File: config.mk
export PLATFORM = sky130hd
export DESIGN_NAME = rom_port_arbiter_flat
export DESIGN_NICKNAME = d
export VERILOG_FILES = /design/src/rtl/rom_port_arbiter_if.sv /design/src/rtl/rom_port_arbiter.sv /design/src/flat_wrapper.sv
export SDC_FILE = /design/constraint.sdc
export NUM_CORES = 1
export LEC_CHECK = 0
export ABC_AREA = 1
export CORE_ASPECT_RATIO = 0.5
export CORE_UTILIZATION = 50
export CTS_BUF_LIST = sky130_fd_sc_hd__clkbuf_4 sky130_fd_sc_hd__clkbuf_8
export CTS_CLUSTER_DIAMETER = 40
export DETAILED_ROUTE_END_ITERATION = 8
export PLACE_DENSITY_LB_ADDON = 0.08
export SLEW_MARGIN = 20
export SYNTH_ARGS = -nofsm -noshare
export SYNTH_HDL_FRONTEND = slang
export SYNTH_SLANG_ARGS = --single-unit
File: constraint.sdc
create_clock -name clk -period 3.2 [get_ports clk]
set_input_delay 0.8 -clock clk [delete_from_list [all_inputs] [get_ports clk]]
set_output_delay 0.8 -clock clk [all_outputs]
set_load 0.05 [all_outputs]
File: src/rtl/rom_port_arbiter_if.sv
// Request/response bundle between four ROM clients and the shared-ROM arbiter.
// The master side drives requests and response acceptance; the slave side is the arbiter.
interface rom_port_arbiter_if #(
    parameter int NREQ  = 4,
    parameter int CNT_W = 8
);
    logic [NREQ-1:0]   req_valid;
    logic [4*NREQ-1:0] req_addr;
    logic [NREQ-1:0]   req_ready;
    logic              rsp_valid;
    logic [15:0]       rsp_data;
    logic [1:0]        rsp_id;
    logic              rsp_ready;
    logic              busy;
    logic [CNT_W-1:0]  txn_count;

    modport master (
        output req_valid, req_addr, rsp_ready,
        input  req_ready, rsp_valid, rsp_data, rsp_id, busy, txn_count
    );

    modport slave (
        input  req_valid, req_addr, rsp_ready,
        output req_ready, rsp_valid, rsp_data, rsp_id, busy, txn_count
    );
endinterface

File: src/rtl/rom_port_arbiter.sv
// Round-robin arbiter sharing one single-ported 16x16 one-hot ROM among four requesters.
// One transaction in flight: IDLE grants, LOOKUP reads the ROM, RESP holds the tagged word.
module rom_port_arbiter #(
    parameter int NREQ  = 4,
    parameter int CNT_W = 8
) (
    input  logic          clk,
    input  logic          rst,
    rom_port_arbiter_if.slave bus
);
    typedef enum logic [1:0] {
        IDLE   = 2'd0,
        LOOKUP = 2'd1,
        RESP   = 2'd2
    } state_t;

    state_t           r_state;
    logic [1:0]       r_ptr;
    logic [3:0]       r_addr;
    logic [1:0]       r_id;
    logic             r_rsp_valid;
    logic [15:0]      r_rsp_data;
    logic [1:0]       r_rsp_id;
    logic [CNT_W-1:0] r_txn_count;

    logic             w_any;
    logic [1:0]       w_winner;
    logic [1:0]       w_cand;
    logic [15:0]      w_rom_data;

    function automatic logic [15:0] rom_lookup(input logic [3:0] addr);
        return 16'h0001 << addr;
    endfunction

    // Search ptr, ptr+1, ... wrapping; the first valid requester wins.
    always_comb begin
        // NOTE: every variable gets a default before the loop so no latch is inferred.
        w_any    = 1'b0;
        w_winner = r_ptr;
        w_cand   = r_ptr;
        for (int k = 0; k < NREQ; k++) begin
            w_cand = r_ptr + 2'(k);
            if (!w_any && bus.req_valid[w_cand]) begin
                w_any    = 1'b1;
                w_winner = w_cand;
            end
        end
    end

    assign w_rom_data    = rom_lookup(r_addr);

    assign bus.req_ready = (!rst && r_state == IDLE && w_any) ? (4'b0001 << w_winner) : 4'b0000;
    assign bus.rsp_valid = r_rsp_valid;
    assign bus.rsp_data  = r_rsp_data;
    assign bus.rsp_id    = r_rsp_id;
    assign bus.busy      = (r_state != IDLE);
    assign bus.txn_count = r_txn_count;

    // NOTE: all state is updated with non-blocking assignments so every register samples pre-edge values.
    always_ff @(posedge clk) begin
        if (rst) begin
            r_state     <= IDLE;
            r_ptr       <= 2'd0;
            r_addr      <= 4'd0;
            r_id        <= 2'd0;
            r_rsp_valid <= 1'b0;
            r_rsp_data  <= 16'h0000;
            r_rsp_id    <= 2'd0;
            r_txn_count <= '0;
        end else begin
            case (r_state)
                IDLE: begin
                    if (w_any) begin
                        r_addr  <= bus.req_addr[{w_winner, 2'b00} +: 4];
                        r_id    <= w_winner;
                        r_state <= LOOKUP;
                    end
                end
                LOOKUP: begin
                    r_rsp_data  <= w_rom_data;
                    r_rsp_id    <= r_id;
                    r_rsp_valid <= 1'b1;
                    r_state     <= RESP;
                end
                RESP: begin
                    // The requester just served drops to lowest priority.
                    if (bus.rsp_ready) begin
                        r_rsp_valid <= 1'b0;
                        r_txn_count <= r_txn_count + 1'b1;
                        r_ptr       <= r_id + 2'd1;
                        r_state     <= IDLE;
                    end
                end
                default: r_state <= IDLE;
            endcase
        end
    end
endmodule

File: src/flat_wrapper.sv
// flat-port wrapper written by rule: the top's interface ports become plain ports
module rom_port_arbiter_flat 
#(
    parameter int NREQ  = 4,
    parameter int CNT_W = 8
)
  (clk, rst, bus_req_valid, bus_req_addr, bus_rsp_ready, bus_req_ready, bus_rsp_valid, bus_rsp_data, bus_rsp_id, bus_busy, bus_txn_count);
  rom_port_arbiter_if #(.NREQ(NREQ), .CNT_W(CNT_W)) bus_i ();
  input  logic clk;
  input  logic rst;
  input wire logic [$bits(bus_i.req_valid)-1:0] bus_req_valid;
  input wire logic [$bits(bus_i.req_addr)-1:0] bus_req_addr;
  input wire logic [$bits(bus_i.rsp_ready)-1:0] bus_rsp_ready;
  output wire logic [$bits(bus_i.req_ready)-1:0] bus_req_ready;
  output wire logic [$bits(bus_i.rsp_valid)-1:0] bus_rsp_valid;
  output wire logic [$bits(bus_i.rsp_data)-1:0] bus_rsp_data;
  output wire logic [$bits(bus_i.rsp_id)-1:0] bus_rsp_id;
  output wire logic [$bits(bus_i.busy)-1:0] bus_busy;
  output wire logic [$bits(bus_i.txn_count)-1:0] bus_txn_count;
  assign bus_i.req_valid = bus_req_valid;
  assign bus_i.req_addr = bus_req_addr;
  assign bus_i.rsp_ready = bus_rsp_ready;
  assign bus_req_ready = bus_i.req_ready;
  assign bus_rsp_valid = bus_i.rsp_valid;
  assign bus_rsp_data = bus_i.rsp_data;
  assign bus_rsp_id = bus_i.rsp_id;
  assign bus_busy = bus_i.busy;
  assign bus_txn_count = bus_i.txn_count;
  rom_port_arbiter #(.NREQ(NREQ), .CNT_W(CNT_W)) u_core (.clk(clk), .rst(rst), .bus(bus_i));
endmodule
## After elaboration in Yosys (flattened, before gate mapping)

Index checks and enable logic that the tools add are counted.

| word-level totals | value |
|---|---|
| bits in latches | 0 |
| bits in registers | 37 |
| memories kept | 0 |
| word-level logic and storage cells | 61 |
| ROM bits | 0 |
| RAM bits | 0 |
| output and inout port bits | 32 |

| operators by class | value |
|---|---|
| shifts and indexed selects | 3 |
| magnitude comparators | 4 |
| add/subtract/negate cells | 5 |
| eq/ne operators | 4 |
| $mul | 0 |
| multiplexer cells | 21 |
| reductions and logical operators | 16 |
| div/mod/pow operators | 0 |
| bitwise logic cells | 0 |

Operators by type and width:

| kind | count |
|---|---|
| 16-bit by 5-bit indexed part select with 4-bit output | 1 |
| 1-bit by 4-bit left shift with 16-bit output, first input constant | 1 |
| 2-bit by 3-bit less-than comparator with 1-bit output, second input constant | 4 |
| 2-bit two-way mux | 5 |
| 1-bit two-way mux | 9 |
| 8-bit by 1-bit adder with 8-bit output, second input constant | 1 |
| 1-bit binary-select mux with 2-bit select | 4 |
| 2-bit AND reduction | 4 |
| 2-bit case mux with 3 select lines | 1 |
| 1-bit logical AND | 5 |
| 2-bit by 1-bit adder with 2-bit output, second input constant | 2 |
| 2-bit adder, second input constant | 2 |
| 1-bit zero test | 4 |
| 4-bit two-way mux | 1 |
| 2-bit nonzero test | 2 |
| 1-bit by 2-bit left shift with 4-bit output, first input constant | 1 |
| 2-bit by 1-bit equality test with 1-bit output, second input constant | 1 |
| 2-bit equality test, second input constant | 1 |
| 2-bit zero test | 1 |
| 2-bit by 1-bit inequality test with 1-bit output, second input constant | 1 |
| 2-bit inequality test, second input constant | 1 |
| 1-bit case mux with 2 select lines | 1 |

## Logic depth before layout (Yosys ltp)

Gate-level depths: netlist (run 1).

| depth | value |
|---|---|
| depth after elaboration | 14 |
| mapped depth | 17 |
| gate-level depth less buffers | 16 |

## Worst setup path after synthesis (run 1)

No wires, ideal clock.

| timing | value |
|---|---|
| path type | input -> output |
| from | input bus_req_valid[0] |
| to | output bus_req_ready[1] |
| required time | 2.400 ns |
| setup slack | -0.225 ns |
| stages | 9 |
| arrival time | 2.625 ns |
| cells stage by stage | nand2_1 > nand2_1 > nand2_1 > nand2_4 > nor2_4 > nand4_4 > nand2_4 > inv_2 > nor3_1 |

| between the ends | value |
|---|---|
| longest elaborated chain between the ends | 14 |
| elaborated cells between the ends (all ways) | 24 |
| those cells by class | shift (1); mux (16); reduce/logical (7) |

Ends and longest elaborated chain:

| what | RTL line | RTL |
|---|---|---|
| start: declaration | flat_wrapper.sv:11 | `input wire logic [$bits(bus_i.req_valid)-1:0] bus_req_valid;` |
| 1-bit binary-select mux with 2-bit select | rom_port_arbiter.sv:43 | `if (!w_any && bus.req_valid[w_cand]) begin` |
| 1-bit two-way mux (implied by the code) | rom_port_arbiter.sv:43 |  |
| 1-bit two-way mux | rom_port_arbiter.sv:43 |  |
| 1-bit zero test | rom_port_arbiter.sv:43 |  |
| 1-bit logical AND | rom_port_arbiter.sv:43 |  |
| 1-bit two-way mux | rom_port_arbiter.sv:43 |  |
| 1-bit zero test | rom_port_arbiter.sv:43 |  |
| 1-bit logical AND | rom_port_arbiter.sv:43 |  |
| 1-bit two-way mux | rom_port_arbiter.sv:43 |  |
| 1-bit zero test | rom_port_arbiter.sv:43 |  |
| 1-bit logical AND | rom_port_arbiter.sv:43 |  |
| 2-bit two-way mux / 1-bit two-way mux (equally long branches) | rom_port_arbiter.sv:43 |  |
| 1-bit by 2-bit left shift with 4-bit output / 1-bit logical AND (equally long branches) | rom_port_arbiter.sv:52 | `assign bus.req_ready = (!rst && r_state == IDLE && w_any) ? (4'b0001 << w_winner) : 4'b0000;` |
| 4-bit two-way mux (*) | rom_port_arbiter.sv:52 |  |
| end: declaration | flat_wrapper.sv:14 | `output wire logic [$bits(bus_i.req_ready)-1:0] bus_req_ready;` |

Every way passes the cells marked *; elsewhere a longest branch is shown, timed or not. The select of a mux whose other input is x is not followed.

## Worst setup path in the final report (run 1)

| timing | value |
|---|---|
| from | input bus_req_valid[1] |
| to | output bus_req_ready[3] |

The elaborated chain is that of the path after synthesis.

==> run metrics, run 1 <==
routed wire length=5.635 mm; CP max stage cell=dlygate4sd2_1; compound-cell area share of the yosys netlist=11.51%; Hold Buf Count CTS=0; Hold Fails Final Rpt=0; Max-Slew Margin vs Limit=57.09%; P per Cell Area=516.6 nW/um2; CTS clk-pin slew, worst paths=0.07 ns; grt ovf=0; Die Wd=91.46 um; Worst-Skew Late Latency=0.29 ns; first drt pass iteration count=4; met3 Resource Use GR=4.531%; Critical Path Max Stage Delay=0.25 ns; commonest non-fill, non-tap cell in the layout=nand2_1; Worst EP arrival=2.31 ns; Leak=1.264 nW; Worst Hold Class=flop to flop; Seq cells post-synth=37; overall power=0.001493 W; largest family of logic cells by synthesized area=simple AND/OR/NAND/NOR gates; TritonCTS clock tree=yes; Starting Density=55.23%; simple-gate area share of the yosys netlist=41.84%; Synth Area in XOR/XNOR=0.8755%; gpl congestion=0.9004; fraction of layout cells with a size suffix above 1=17.31%; met2 usage=47.82%; reg2reg end=u_core.r_addr[0]$_SDFFE_PP0P_; CTS Buffer Depth=2; Distinct cells, synth=27; CTS root buffer=clkbuf_8; antenna violations before repair=0; Nets=387; PortBufs=54; most frequent CP cell=nand2_1; Placed Instances=406; multiplexer share of the synthesized area=0%; max-cap check violation count=0; Top Usage Layer GRT=met2; Worst setup SP type=primary input; cts bufs inserted=5; vias post-DR=2199; Top-Level Pins=55; Avg Inst Size Synth=6.714 um2; Reg2Reg Depth=14; area grow syn2layout=44.47%; floorplan row count=15; crit path launch=bus_req_valid[1]; Die Y=46.73 um; CTS sink count=37; outcome=finished, final reports clean; met1 Track Usage GR=34.93%; pre-CTS setup slack=-0.2282 ns; CP required=2.40 ns; WL per Instance=13.58 um; Reg2Reg Setup Slack=1.04 ns; most frequent cells in the layout=nand2_1, clkdlybuf4s50_1, dfxtp_1; largest net degree at the start of global routing=30; crit-path cells=dlygate4sd2_1 -> nand2_1 -> nand2_1 -> nand2_1 -> nand2_4 -> inv_1 -> nand3_1 -> nand2_2 -> nor2_4 -> inv_4 -> nor3_4 -> buf_12; synthesized netlist cell count=298; crit end category=primary output; Max IR drop VDD=0.3428 mV; post-route DRC violation count=0; Slew Limit Fails=0; vias in the first global route=1888; final cycle utilization of the critical path=97.32%; first-pass GRT wire length=8.756 mm; clock skew=0.009422 ns; ANT nets after route=0; Post-Synthesis Cell Area=2001 um2; RR Startpoint=u_core.r_ptr[0]$_SDFFE_PP0P_; number of H-tree levels=2; vias per inst=5.299; ant diodes=0; Critical Path Sink=bus_req_ready[3]; f_max=321.1 MHz; DRT iter0 DRCs=92; core area=3622 um2; Adder-Cell Fraction of Synth Area=0.6254%; Yosys Warn Count=0; worst hold margin=0.4638 ns; final worst-path setup slack=0.08568 ns; total negative slack=0 ns; area of the die=4274 um2; Final Non-Filler Cells=415; Slew @ Worst Pin=0.6430 ns; Global Route Usage Sum=26.60%; Crit Path Category=primary input to primary output; crit-path max FO=4; setup violators final=0; syn nets=322; post-detail-place hpwl=3.948 mm; post-synthesis sequential area ratio=37.02%; minimum clock period=3.114 ns
## power breakdown
part	leakage, nW	switching (W)	internal, W	total (W)
Combinational	0.901	0.000347	0.000195	0.000542
Sequential	0.301	0.0000326	0.000496	0.000528
Clock	0.0619	0.000160	0.000263	0.000423
Total	1.26	0.000540	0.000953	0.00149
## cell type report
cell class,count,area [um2]
clock buffers,7,90.09
flip-flops and latches,37,742.0
well taps,51,63.81
inverters,32,122.6
multi-input cells,221,1182
fillers,256,732.0
clock inverters,1,30.03
repair buffers,66,659.4
## per-layer routing
layer / wire length, um / part of all wire (%)
met2: 2681 / 48
met3: 274 / 4.9
met4: 33 / 0.59
met1: 2646 / 47
met5: 0 / 0
## how the worst min path moves through the flow
stage                                               from                                    to  slack, ns  depth (start not counted)
floorplan                    u_core.r_id[0]$_SDFFE_PP0P_          u_core.r_ptr[0]$_SDFFE_PP0P_       0.45                          1
global placement    u_core.bus.txn_count[7]$_SDFFE_PP0P_  u_core.bus.txn_count[7]$_SDFFE_PP0P_       0.45                          1
detailed placement  u_core.bus.txn_count[7]$_SDFFE_PP0P_  u_core.bus.txn_count[7]$_SDFFE_PP0P_       0.45                          1
CTS                    u_core.bus.rsp_valid$_SDFFE_PP0P_     u_core.bus.rsp_valid$_SDFFE_PP0P_       0.47                          2
global route           u_core.bus.rsp_valid$_SDFFE_PP0P_     u_core.bus.rsp_valid$_SDFFE_PP0P_       0.49                          2
finish              u_core.bus.txn_count[7]$_SDFFE_PP0P_  u_core.bus.txn_count[7]$_SDFFE_PP0P_       0.46                          1
## timing repair
action                     CTS  global route
gates resized for setup     14            15
pin swaps                    4             9
setup endpoints to repair    4             4
setup buffers                1             0
## critical path, delay by kind of cell
kind          cells  cell delay, ns
buf+inv           4            0.55
simple gates      8            0.97
## cell usage after synthesis, drive strengths merged
library cell / count / area share, %
a21oi: 20 / 5.0
a22oi: 10 / 3.8
buf: 5 / 1.6
clkbuf: 3 / 0.56
dfxtp: 37 / 37
ha: 1 / 0.63
inv: 32 / 6.0
nand2: 100 / 21
nand3: 33 / 8.3
nand3b: 1 / 0.38
nand4: 5 / 3.1
nor2: 24 / 5.0
nor3: 14 / 3.5
nor3b: 1 / 0.38
o211ai: 1 / 0.38
o21a: 1 / 0.38
o21ai: 8 / 2.0
xor2: 2 / 0.88
## kinds of logic after synthesis
| family | count (synthesis) |
|---|---|
| AND/OR/NAND/NOR | 178 |
| AO/OA/AOI/OAI | 40 |
| buffers and inverters | 40 |
| flip-flops | 37 |
| XOR/XNOR | 2 |
| adder cells (fa/ha/maj) | 1 |
## flip-flops by register name, indices dropped and copies added, names as in the netlist
register,flops
u_core.bus.rsp_data,16
u_core.r_ptr,2
u_core.bus.rsp_id,2
u_core.bus.rsp_valid,1
u_core.r_state,2
u_core.r_addr,4
u_core.bus.txn_count,8
u_core.r_id,2
## through the flow
step	instance area (um2)	util (%)
2_1_floorplan	2021	-
3_3_place_gp	2705	74.68
3_5_place_dp	2705	74.68
4_1_cts	2878	79.45
5_1_grt	2890	79.79
6_report	2890	79.79
No activity file was read; power rests on OpenSTA's default activity.
==> inputs of run 2 (changes only) <==
- CORE_MARGIN: not set -> 2
- PLACE_DENSITY: not set -> 0.86
- PLACE_DENSITY_LB_ADDON: 0.08 -> not set
==> run 2 against run 1 <==
Net effect:
- hold slack lost 0.0070 ns
- flip-flop and latch count is the same
- combinational power is essentially flat
- sequential power is essentially flat
- global-route usage is essentially flat
- clock-buffer cell count is the same
- clock power grew 1%
- highest routed layer unchanged
- routed wire length grew 1.2%
- register-to-register slack gained 0.02 ns
==> run metrics, run 2 (same netlist as run 1, synthesis figures left out) <==
WL per Instance=13.74 um; Worst-Skew Late Latency=0.29 ns; RR Startpoint=u_core.r_ptr[0]$_SDFFE_PP0P_; Crit Path Category=primary input to primary output; CTS sink count=37; first drt pass iteration count=5; worst hold margin=0.4569 ns; Reg2Reg Depth=15; post-route DRC violation count=0; Largest register FFs=16; WHS Path Cells=1; Global Route Usage Sum=26.60%; final cycle utilization of the critical path=96.79%; cts bufs inserted=5; outcome=finished, final reports clean; CTS root buffer=clkbuf_8; first-pass GRT wire length=9.660 mm; Min-Delay Startpoint=u_core.bus.txn_count[7]$_SDFFE_PP0P_; CP required=2.40 ns; crit end category=primary output; commonest non-fill, non-tap cell in the layout=nand2_1; fraction of layout cells with a size suffix above 1=14.96%; max-cap check violation count=0; overall power=0.001497 W; Hold Buf Count CTS=0; routed wire length=5.702 mm; crit path launch=bus_req_valid[0]; Starting Density=51.78%; area grow syn2layout=43.59%; largest net degree at the start of global routing=30; PortBufs=54; Worst setup SP type=primary input; P per Cell Area=521.2 nW/um2; ANT nets after route=0; Die Wd=93.46 um; setup violators final=0; Nets=384; Worst Hold Class=flop to flop; floorplan row count=16; Die Y=48.73 um; gpl congestion=0.8744; grt ovf=0; vias in the first global route=2209; Top-Level Pins=55; # Post-CTS Setup Buffers=0; Slew @ Worst Pin=0.6723 ns; minimum clock period=3.097 ns; DRT iter0 DRCs=114; fin util=74.35%; TritonCTS clock tree=yes; core area=3864 um2; ant diodes=0; total negative slack=0 ns; number of H-tree levels=2; RSZ-0062 raised after global routing=no; antenna violations before repair=0; clock skew=0.007482 ns; CTS clk-pin slew, worst paths=0.07 ns; f_max=322.9 MHz; Leak=1.262 nW; area of the die=4554 um2; vias per inst=5.357; Max-Slew Margin vs Limit=55.13%; most frequent cells in the layout=nand2_1, clkdlybuf4s50_1, dfxtp_1; Slew Limit Fails=0; post-detail-place hpwl=4.037 mm; Hold Fails Final Rpt=0; crit-path max FO=4; Worst EP arrival=2.30 ns; CTS Buffer Depth=2; Max IR drop VDD=0.3691 mV; vias post-DR=2223
run 2: layer usage:
| metal | routed length, um | global-route usage [%] | vias up |
|---|---|---|---|
| met2 | 2817 | 46.16 | 84 |
| met1 | 2428 | 31.34 | 1028 |
| met5 | 0 | 0 | - |
| li1 | - | - | 1093 |
| met4 | 149 | 11.76 | 0 |
| met3 | 306 | 6.542 | 18 |
run 2: final timing paths:
kind,slack [ns],end
max,0.10,bus_req_ready[1]
min,0.46,u_core.bus.txn_count[7]$_SDFFE_PP0P_
max reg2reg,1.06,u_core.r_addr[0]$_SDFFE_PP0P_
min reg2reg,0.46,u_core.bus.txn_count[7]$_SDFFE_PP0P_
run 2: area by class of cell:
cell class | count | area (um2)
Clock buffer | 7 | 90.09
Clock inverter | 1 | 30.03
Fill cell | 286 | 991.0
Inverter | 32 | 122.6
Multi-Input combinational cell | 221 | 1177
Sequential cell | 37 | 742.0
Tap cell | 54 | 67.56
Timing Repair Buffer | 63 | 643.1
run 2: what timing repair did:
item | CTS | global route
setup endpoints to repair | 4 | 2
pin swaps | 15 | 4
resized for setup | 17 | 2
run 2: power breakdown:
group	internal (W)	switching [W]
clock network	0.000263	0.000166
registers	0.000496	0.0000339
logic	0.000189	0.000351
run 2: worst max-delay path: stages:
cell and delay (ns):
dlygate4sd2_1 0.26, inv_1 0.07, nand2_1 0.06, nand3_1 0.09, nand2_1 0.10, nor2_4 0.19
nand4_4 0.12, nand2_4 0.13, inv_2 0.08, nor3_4 0.22, buf_12 0.16
run 2: through the flow:
stage	setup slack (ns)	instance area, um2	instances
2_1_floorplan	0.1731	2021	298
3_3_place_gp	-0.09535	2694	407
3_5_place_dp	-0.1573	2694	407
4_1_cts	0.1010	2869	415
5_1_grt	0.004678	2873	415
6_report	0.1027	2873	415
==> inputs of run 3 (changes only) <==
- SETUP_SLACK_MARGIN: not set -> 0.05
==> run 3 against run 2 <==
Net effect:
- via count rose by 1.2%
- non-clock buffer count grew 1
- clock skew up 0.0014 ns
- first-iteration DRC count increased by 3.5%
- register-to-register slack got worse by 0.04 ns
- critical endpoint unchanged
==> run metrics, run 3 (same netlist as run 1, synthesis figures left out) <==
outcome=finished, final reports clean; Worst-Skew Late Latency=0.29 ns; cts bufs inserted=5; Slew @ Worst Pin=0.6533 ns; PortBufs=54; Die Y=48.73 um; core area=3864 um2; Max-Slew Margin vs Limit=56.40%; setup violators final=0; Hold Buf Count CTS=0; grt ovf=0; final cycle utilization of the critical path=95.52%; CTS sink count=37; Global Route Usage Sum=26.60%; minimum clock period=3.057 ns; area of the die=4554 um2; CP delay by family, top=simple AND/OR/NAND/NOR gates; crit-path cells=dlygate4sd2_1 -> nand2_1 -> nand2_2 -> nand2_2 -> nand2_4 -> nor2_4 -> nand4_4 -> nand2_8 -> inv_4 -> nor3_4 -> buf_12; Largest register FFs=16; fraction of layout cells with a size suffix above 1=16.57%; CTS Buffer Depth=2; clock skew=0.008922 ns; largest net degree at the start of global routing=30; crit-path max FO=5; vias per inst=5.406; TritonCTS clock tree=yes; first drt pass iteration count=5; number of H-tree levels=2; Crit Path Category=primary input to primary output; worst path bufs/invs=3; area grow syn2layout=45.72%; f_max=327.2 MHz; P per Cell Area=518.7 nW/um2; vias in the first global route=2209; pre-CTS setup slack=-0.1573 ns; Worst Hold Class=flop to flop; CP max stage cell=dlygate4sd2_1; post-route DRC violation count=0; Starting Density=51.78%; antenna violations before repair=0; CTS root buffer=clkbuf_8; DRT iter0 DRCs=118; commonest non-fill, non-tap cell in the layout=nand2_1; Worst EP arrival=2.26 ns; Hold Fails Final Rpt=0; max-cap check violation count=0; Slew Limit Fails=0; CTS clk-pin slew, worst paths=0.07 ns; CP required=2.40 ns; crit end category=primary output; most frequent CP cell=nand2_2; fill count=279; sequential cell area=742.0 um2; vias post-DR=2249; Worst setup SP type=primary input; WL per Instance=14.00 um; RSZ-0062 raised after global routing=no; multi-input logic area=1204 um2; worst hold margin=0.4565 ns; Die Wd=93.46 um; Leak=1.268 nW; ANT nets after route=0; Nets=385; Critical Path Max Stage Delay=0.26 ns; ant diodes=0; Max IR drop VDD=0.3686 mV; post-detail-place hpwl=4.037 mm; most frequent cells in the layout=nand2_1, clkdlybuf4s50_1, dfxtp_1; final worst-path setup slack=0.1433 ns; gpl congestion=0.8744; first-pass GRT wire length=9.660 mm; routed wire length=5.826 mm; Top-Level Pins=55; floorplan row count=16
## run 3: changes by cell type in the layout (fill, tap and decap cells not counted)
cell,before,now
buf_4,9,10
clkdlybuf4s15_1,0,3
inv_4,1,3
nand2_2,12,13
dlygate4sd2_1,4,1
nand2_1,83,80
nand2_8,0,1
nand2_4,5,6
inv_1,28,26
## run 3: routing by layer
layer	GRT usage (%)	wire length [um]
met4	11.76	163
met5	0	0
met2	46.16	2867
met1	31.34	2437
met3	6.542	359
## run 3: path summary, 6_finish.rpt
path                                         from                                   end  slack, ns  cells past startpoint
max reg2reg          u_core.r_ptr[0]$_SDFFE_PP0P_         u_core.r_addr[0]$_SDFFE_PP0P_       1.02                     15
max                              bus_req_valid[1]                      bus_req_ready[1]       0.14                     11
min reg2reg  u_core.bus.txn_count[7]$_SDFFE_PP0P_  u_core.bus.txn_count[7]$_SDFFE_PP0P_       0.46                      1
min          u_core.bus.txn_count[7]$_SDFFE_PP0P_  u_core.bus.txn_count[7]$_SDFFE_PP0P_       0.46                      1
## run 3: layout make-up
cell class / count / area share [%]
multi-input cells: 221 / 41.29
flip-flops and latches: 37 / 25.45
repair buffers: 64 / 22.45
inverters: 32 / 4.378
clock buffers: 7 / 3.090
well taps: 54 / 2.318
clock inverters: 1 / 1.030
## run 3: where the power goes
group | internal, W | switching [W] | total, W | leakage, nW
clock | 0.000263 | 0.000164 | 0.000427 | 0.0619
combinational | 0.000197 | 0.000359 | 0.000556 | 0.905
sequential | 0.000496 | 0.0000342 | 0.000530 | 0.301
## run 3: through the flow
step                utilization, %  instances  area [um2]  total power (W)  TNS (ns)
global route                 75.45        416        2915         0.001578         0
finish                       75.45        416        2915         0.001512         0
detailed placement           69.72        407        2694         0.001036   -0.5840
global placement             69.72        407        2694         0.001014   -0.3411
CTS                          74.26        415        2869         0.001487         0
floorplan                        -        298        2021        0.0008586         0
## run 3: timing repair
action | CTS | global route
gates resized for setup | 17 | 15
setup buffers | 0 | 1
pin swaps | 15 | 8
setup endpoints to repair | 4 | 4
hold endpoints to repair | 0 | 0
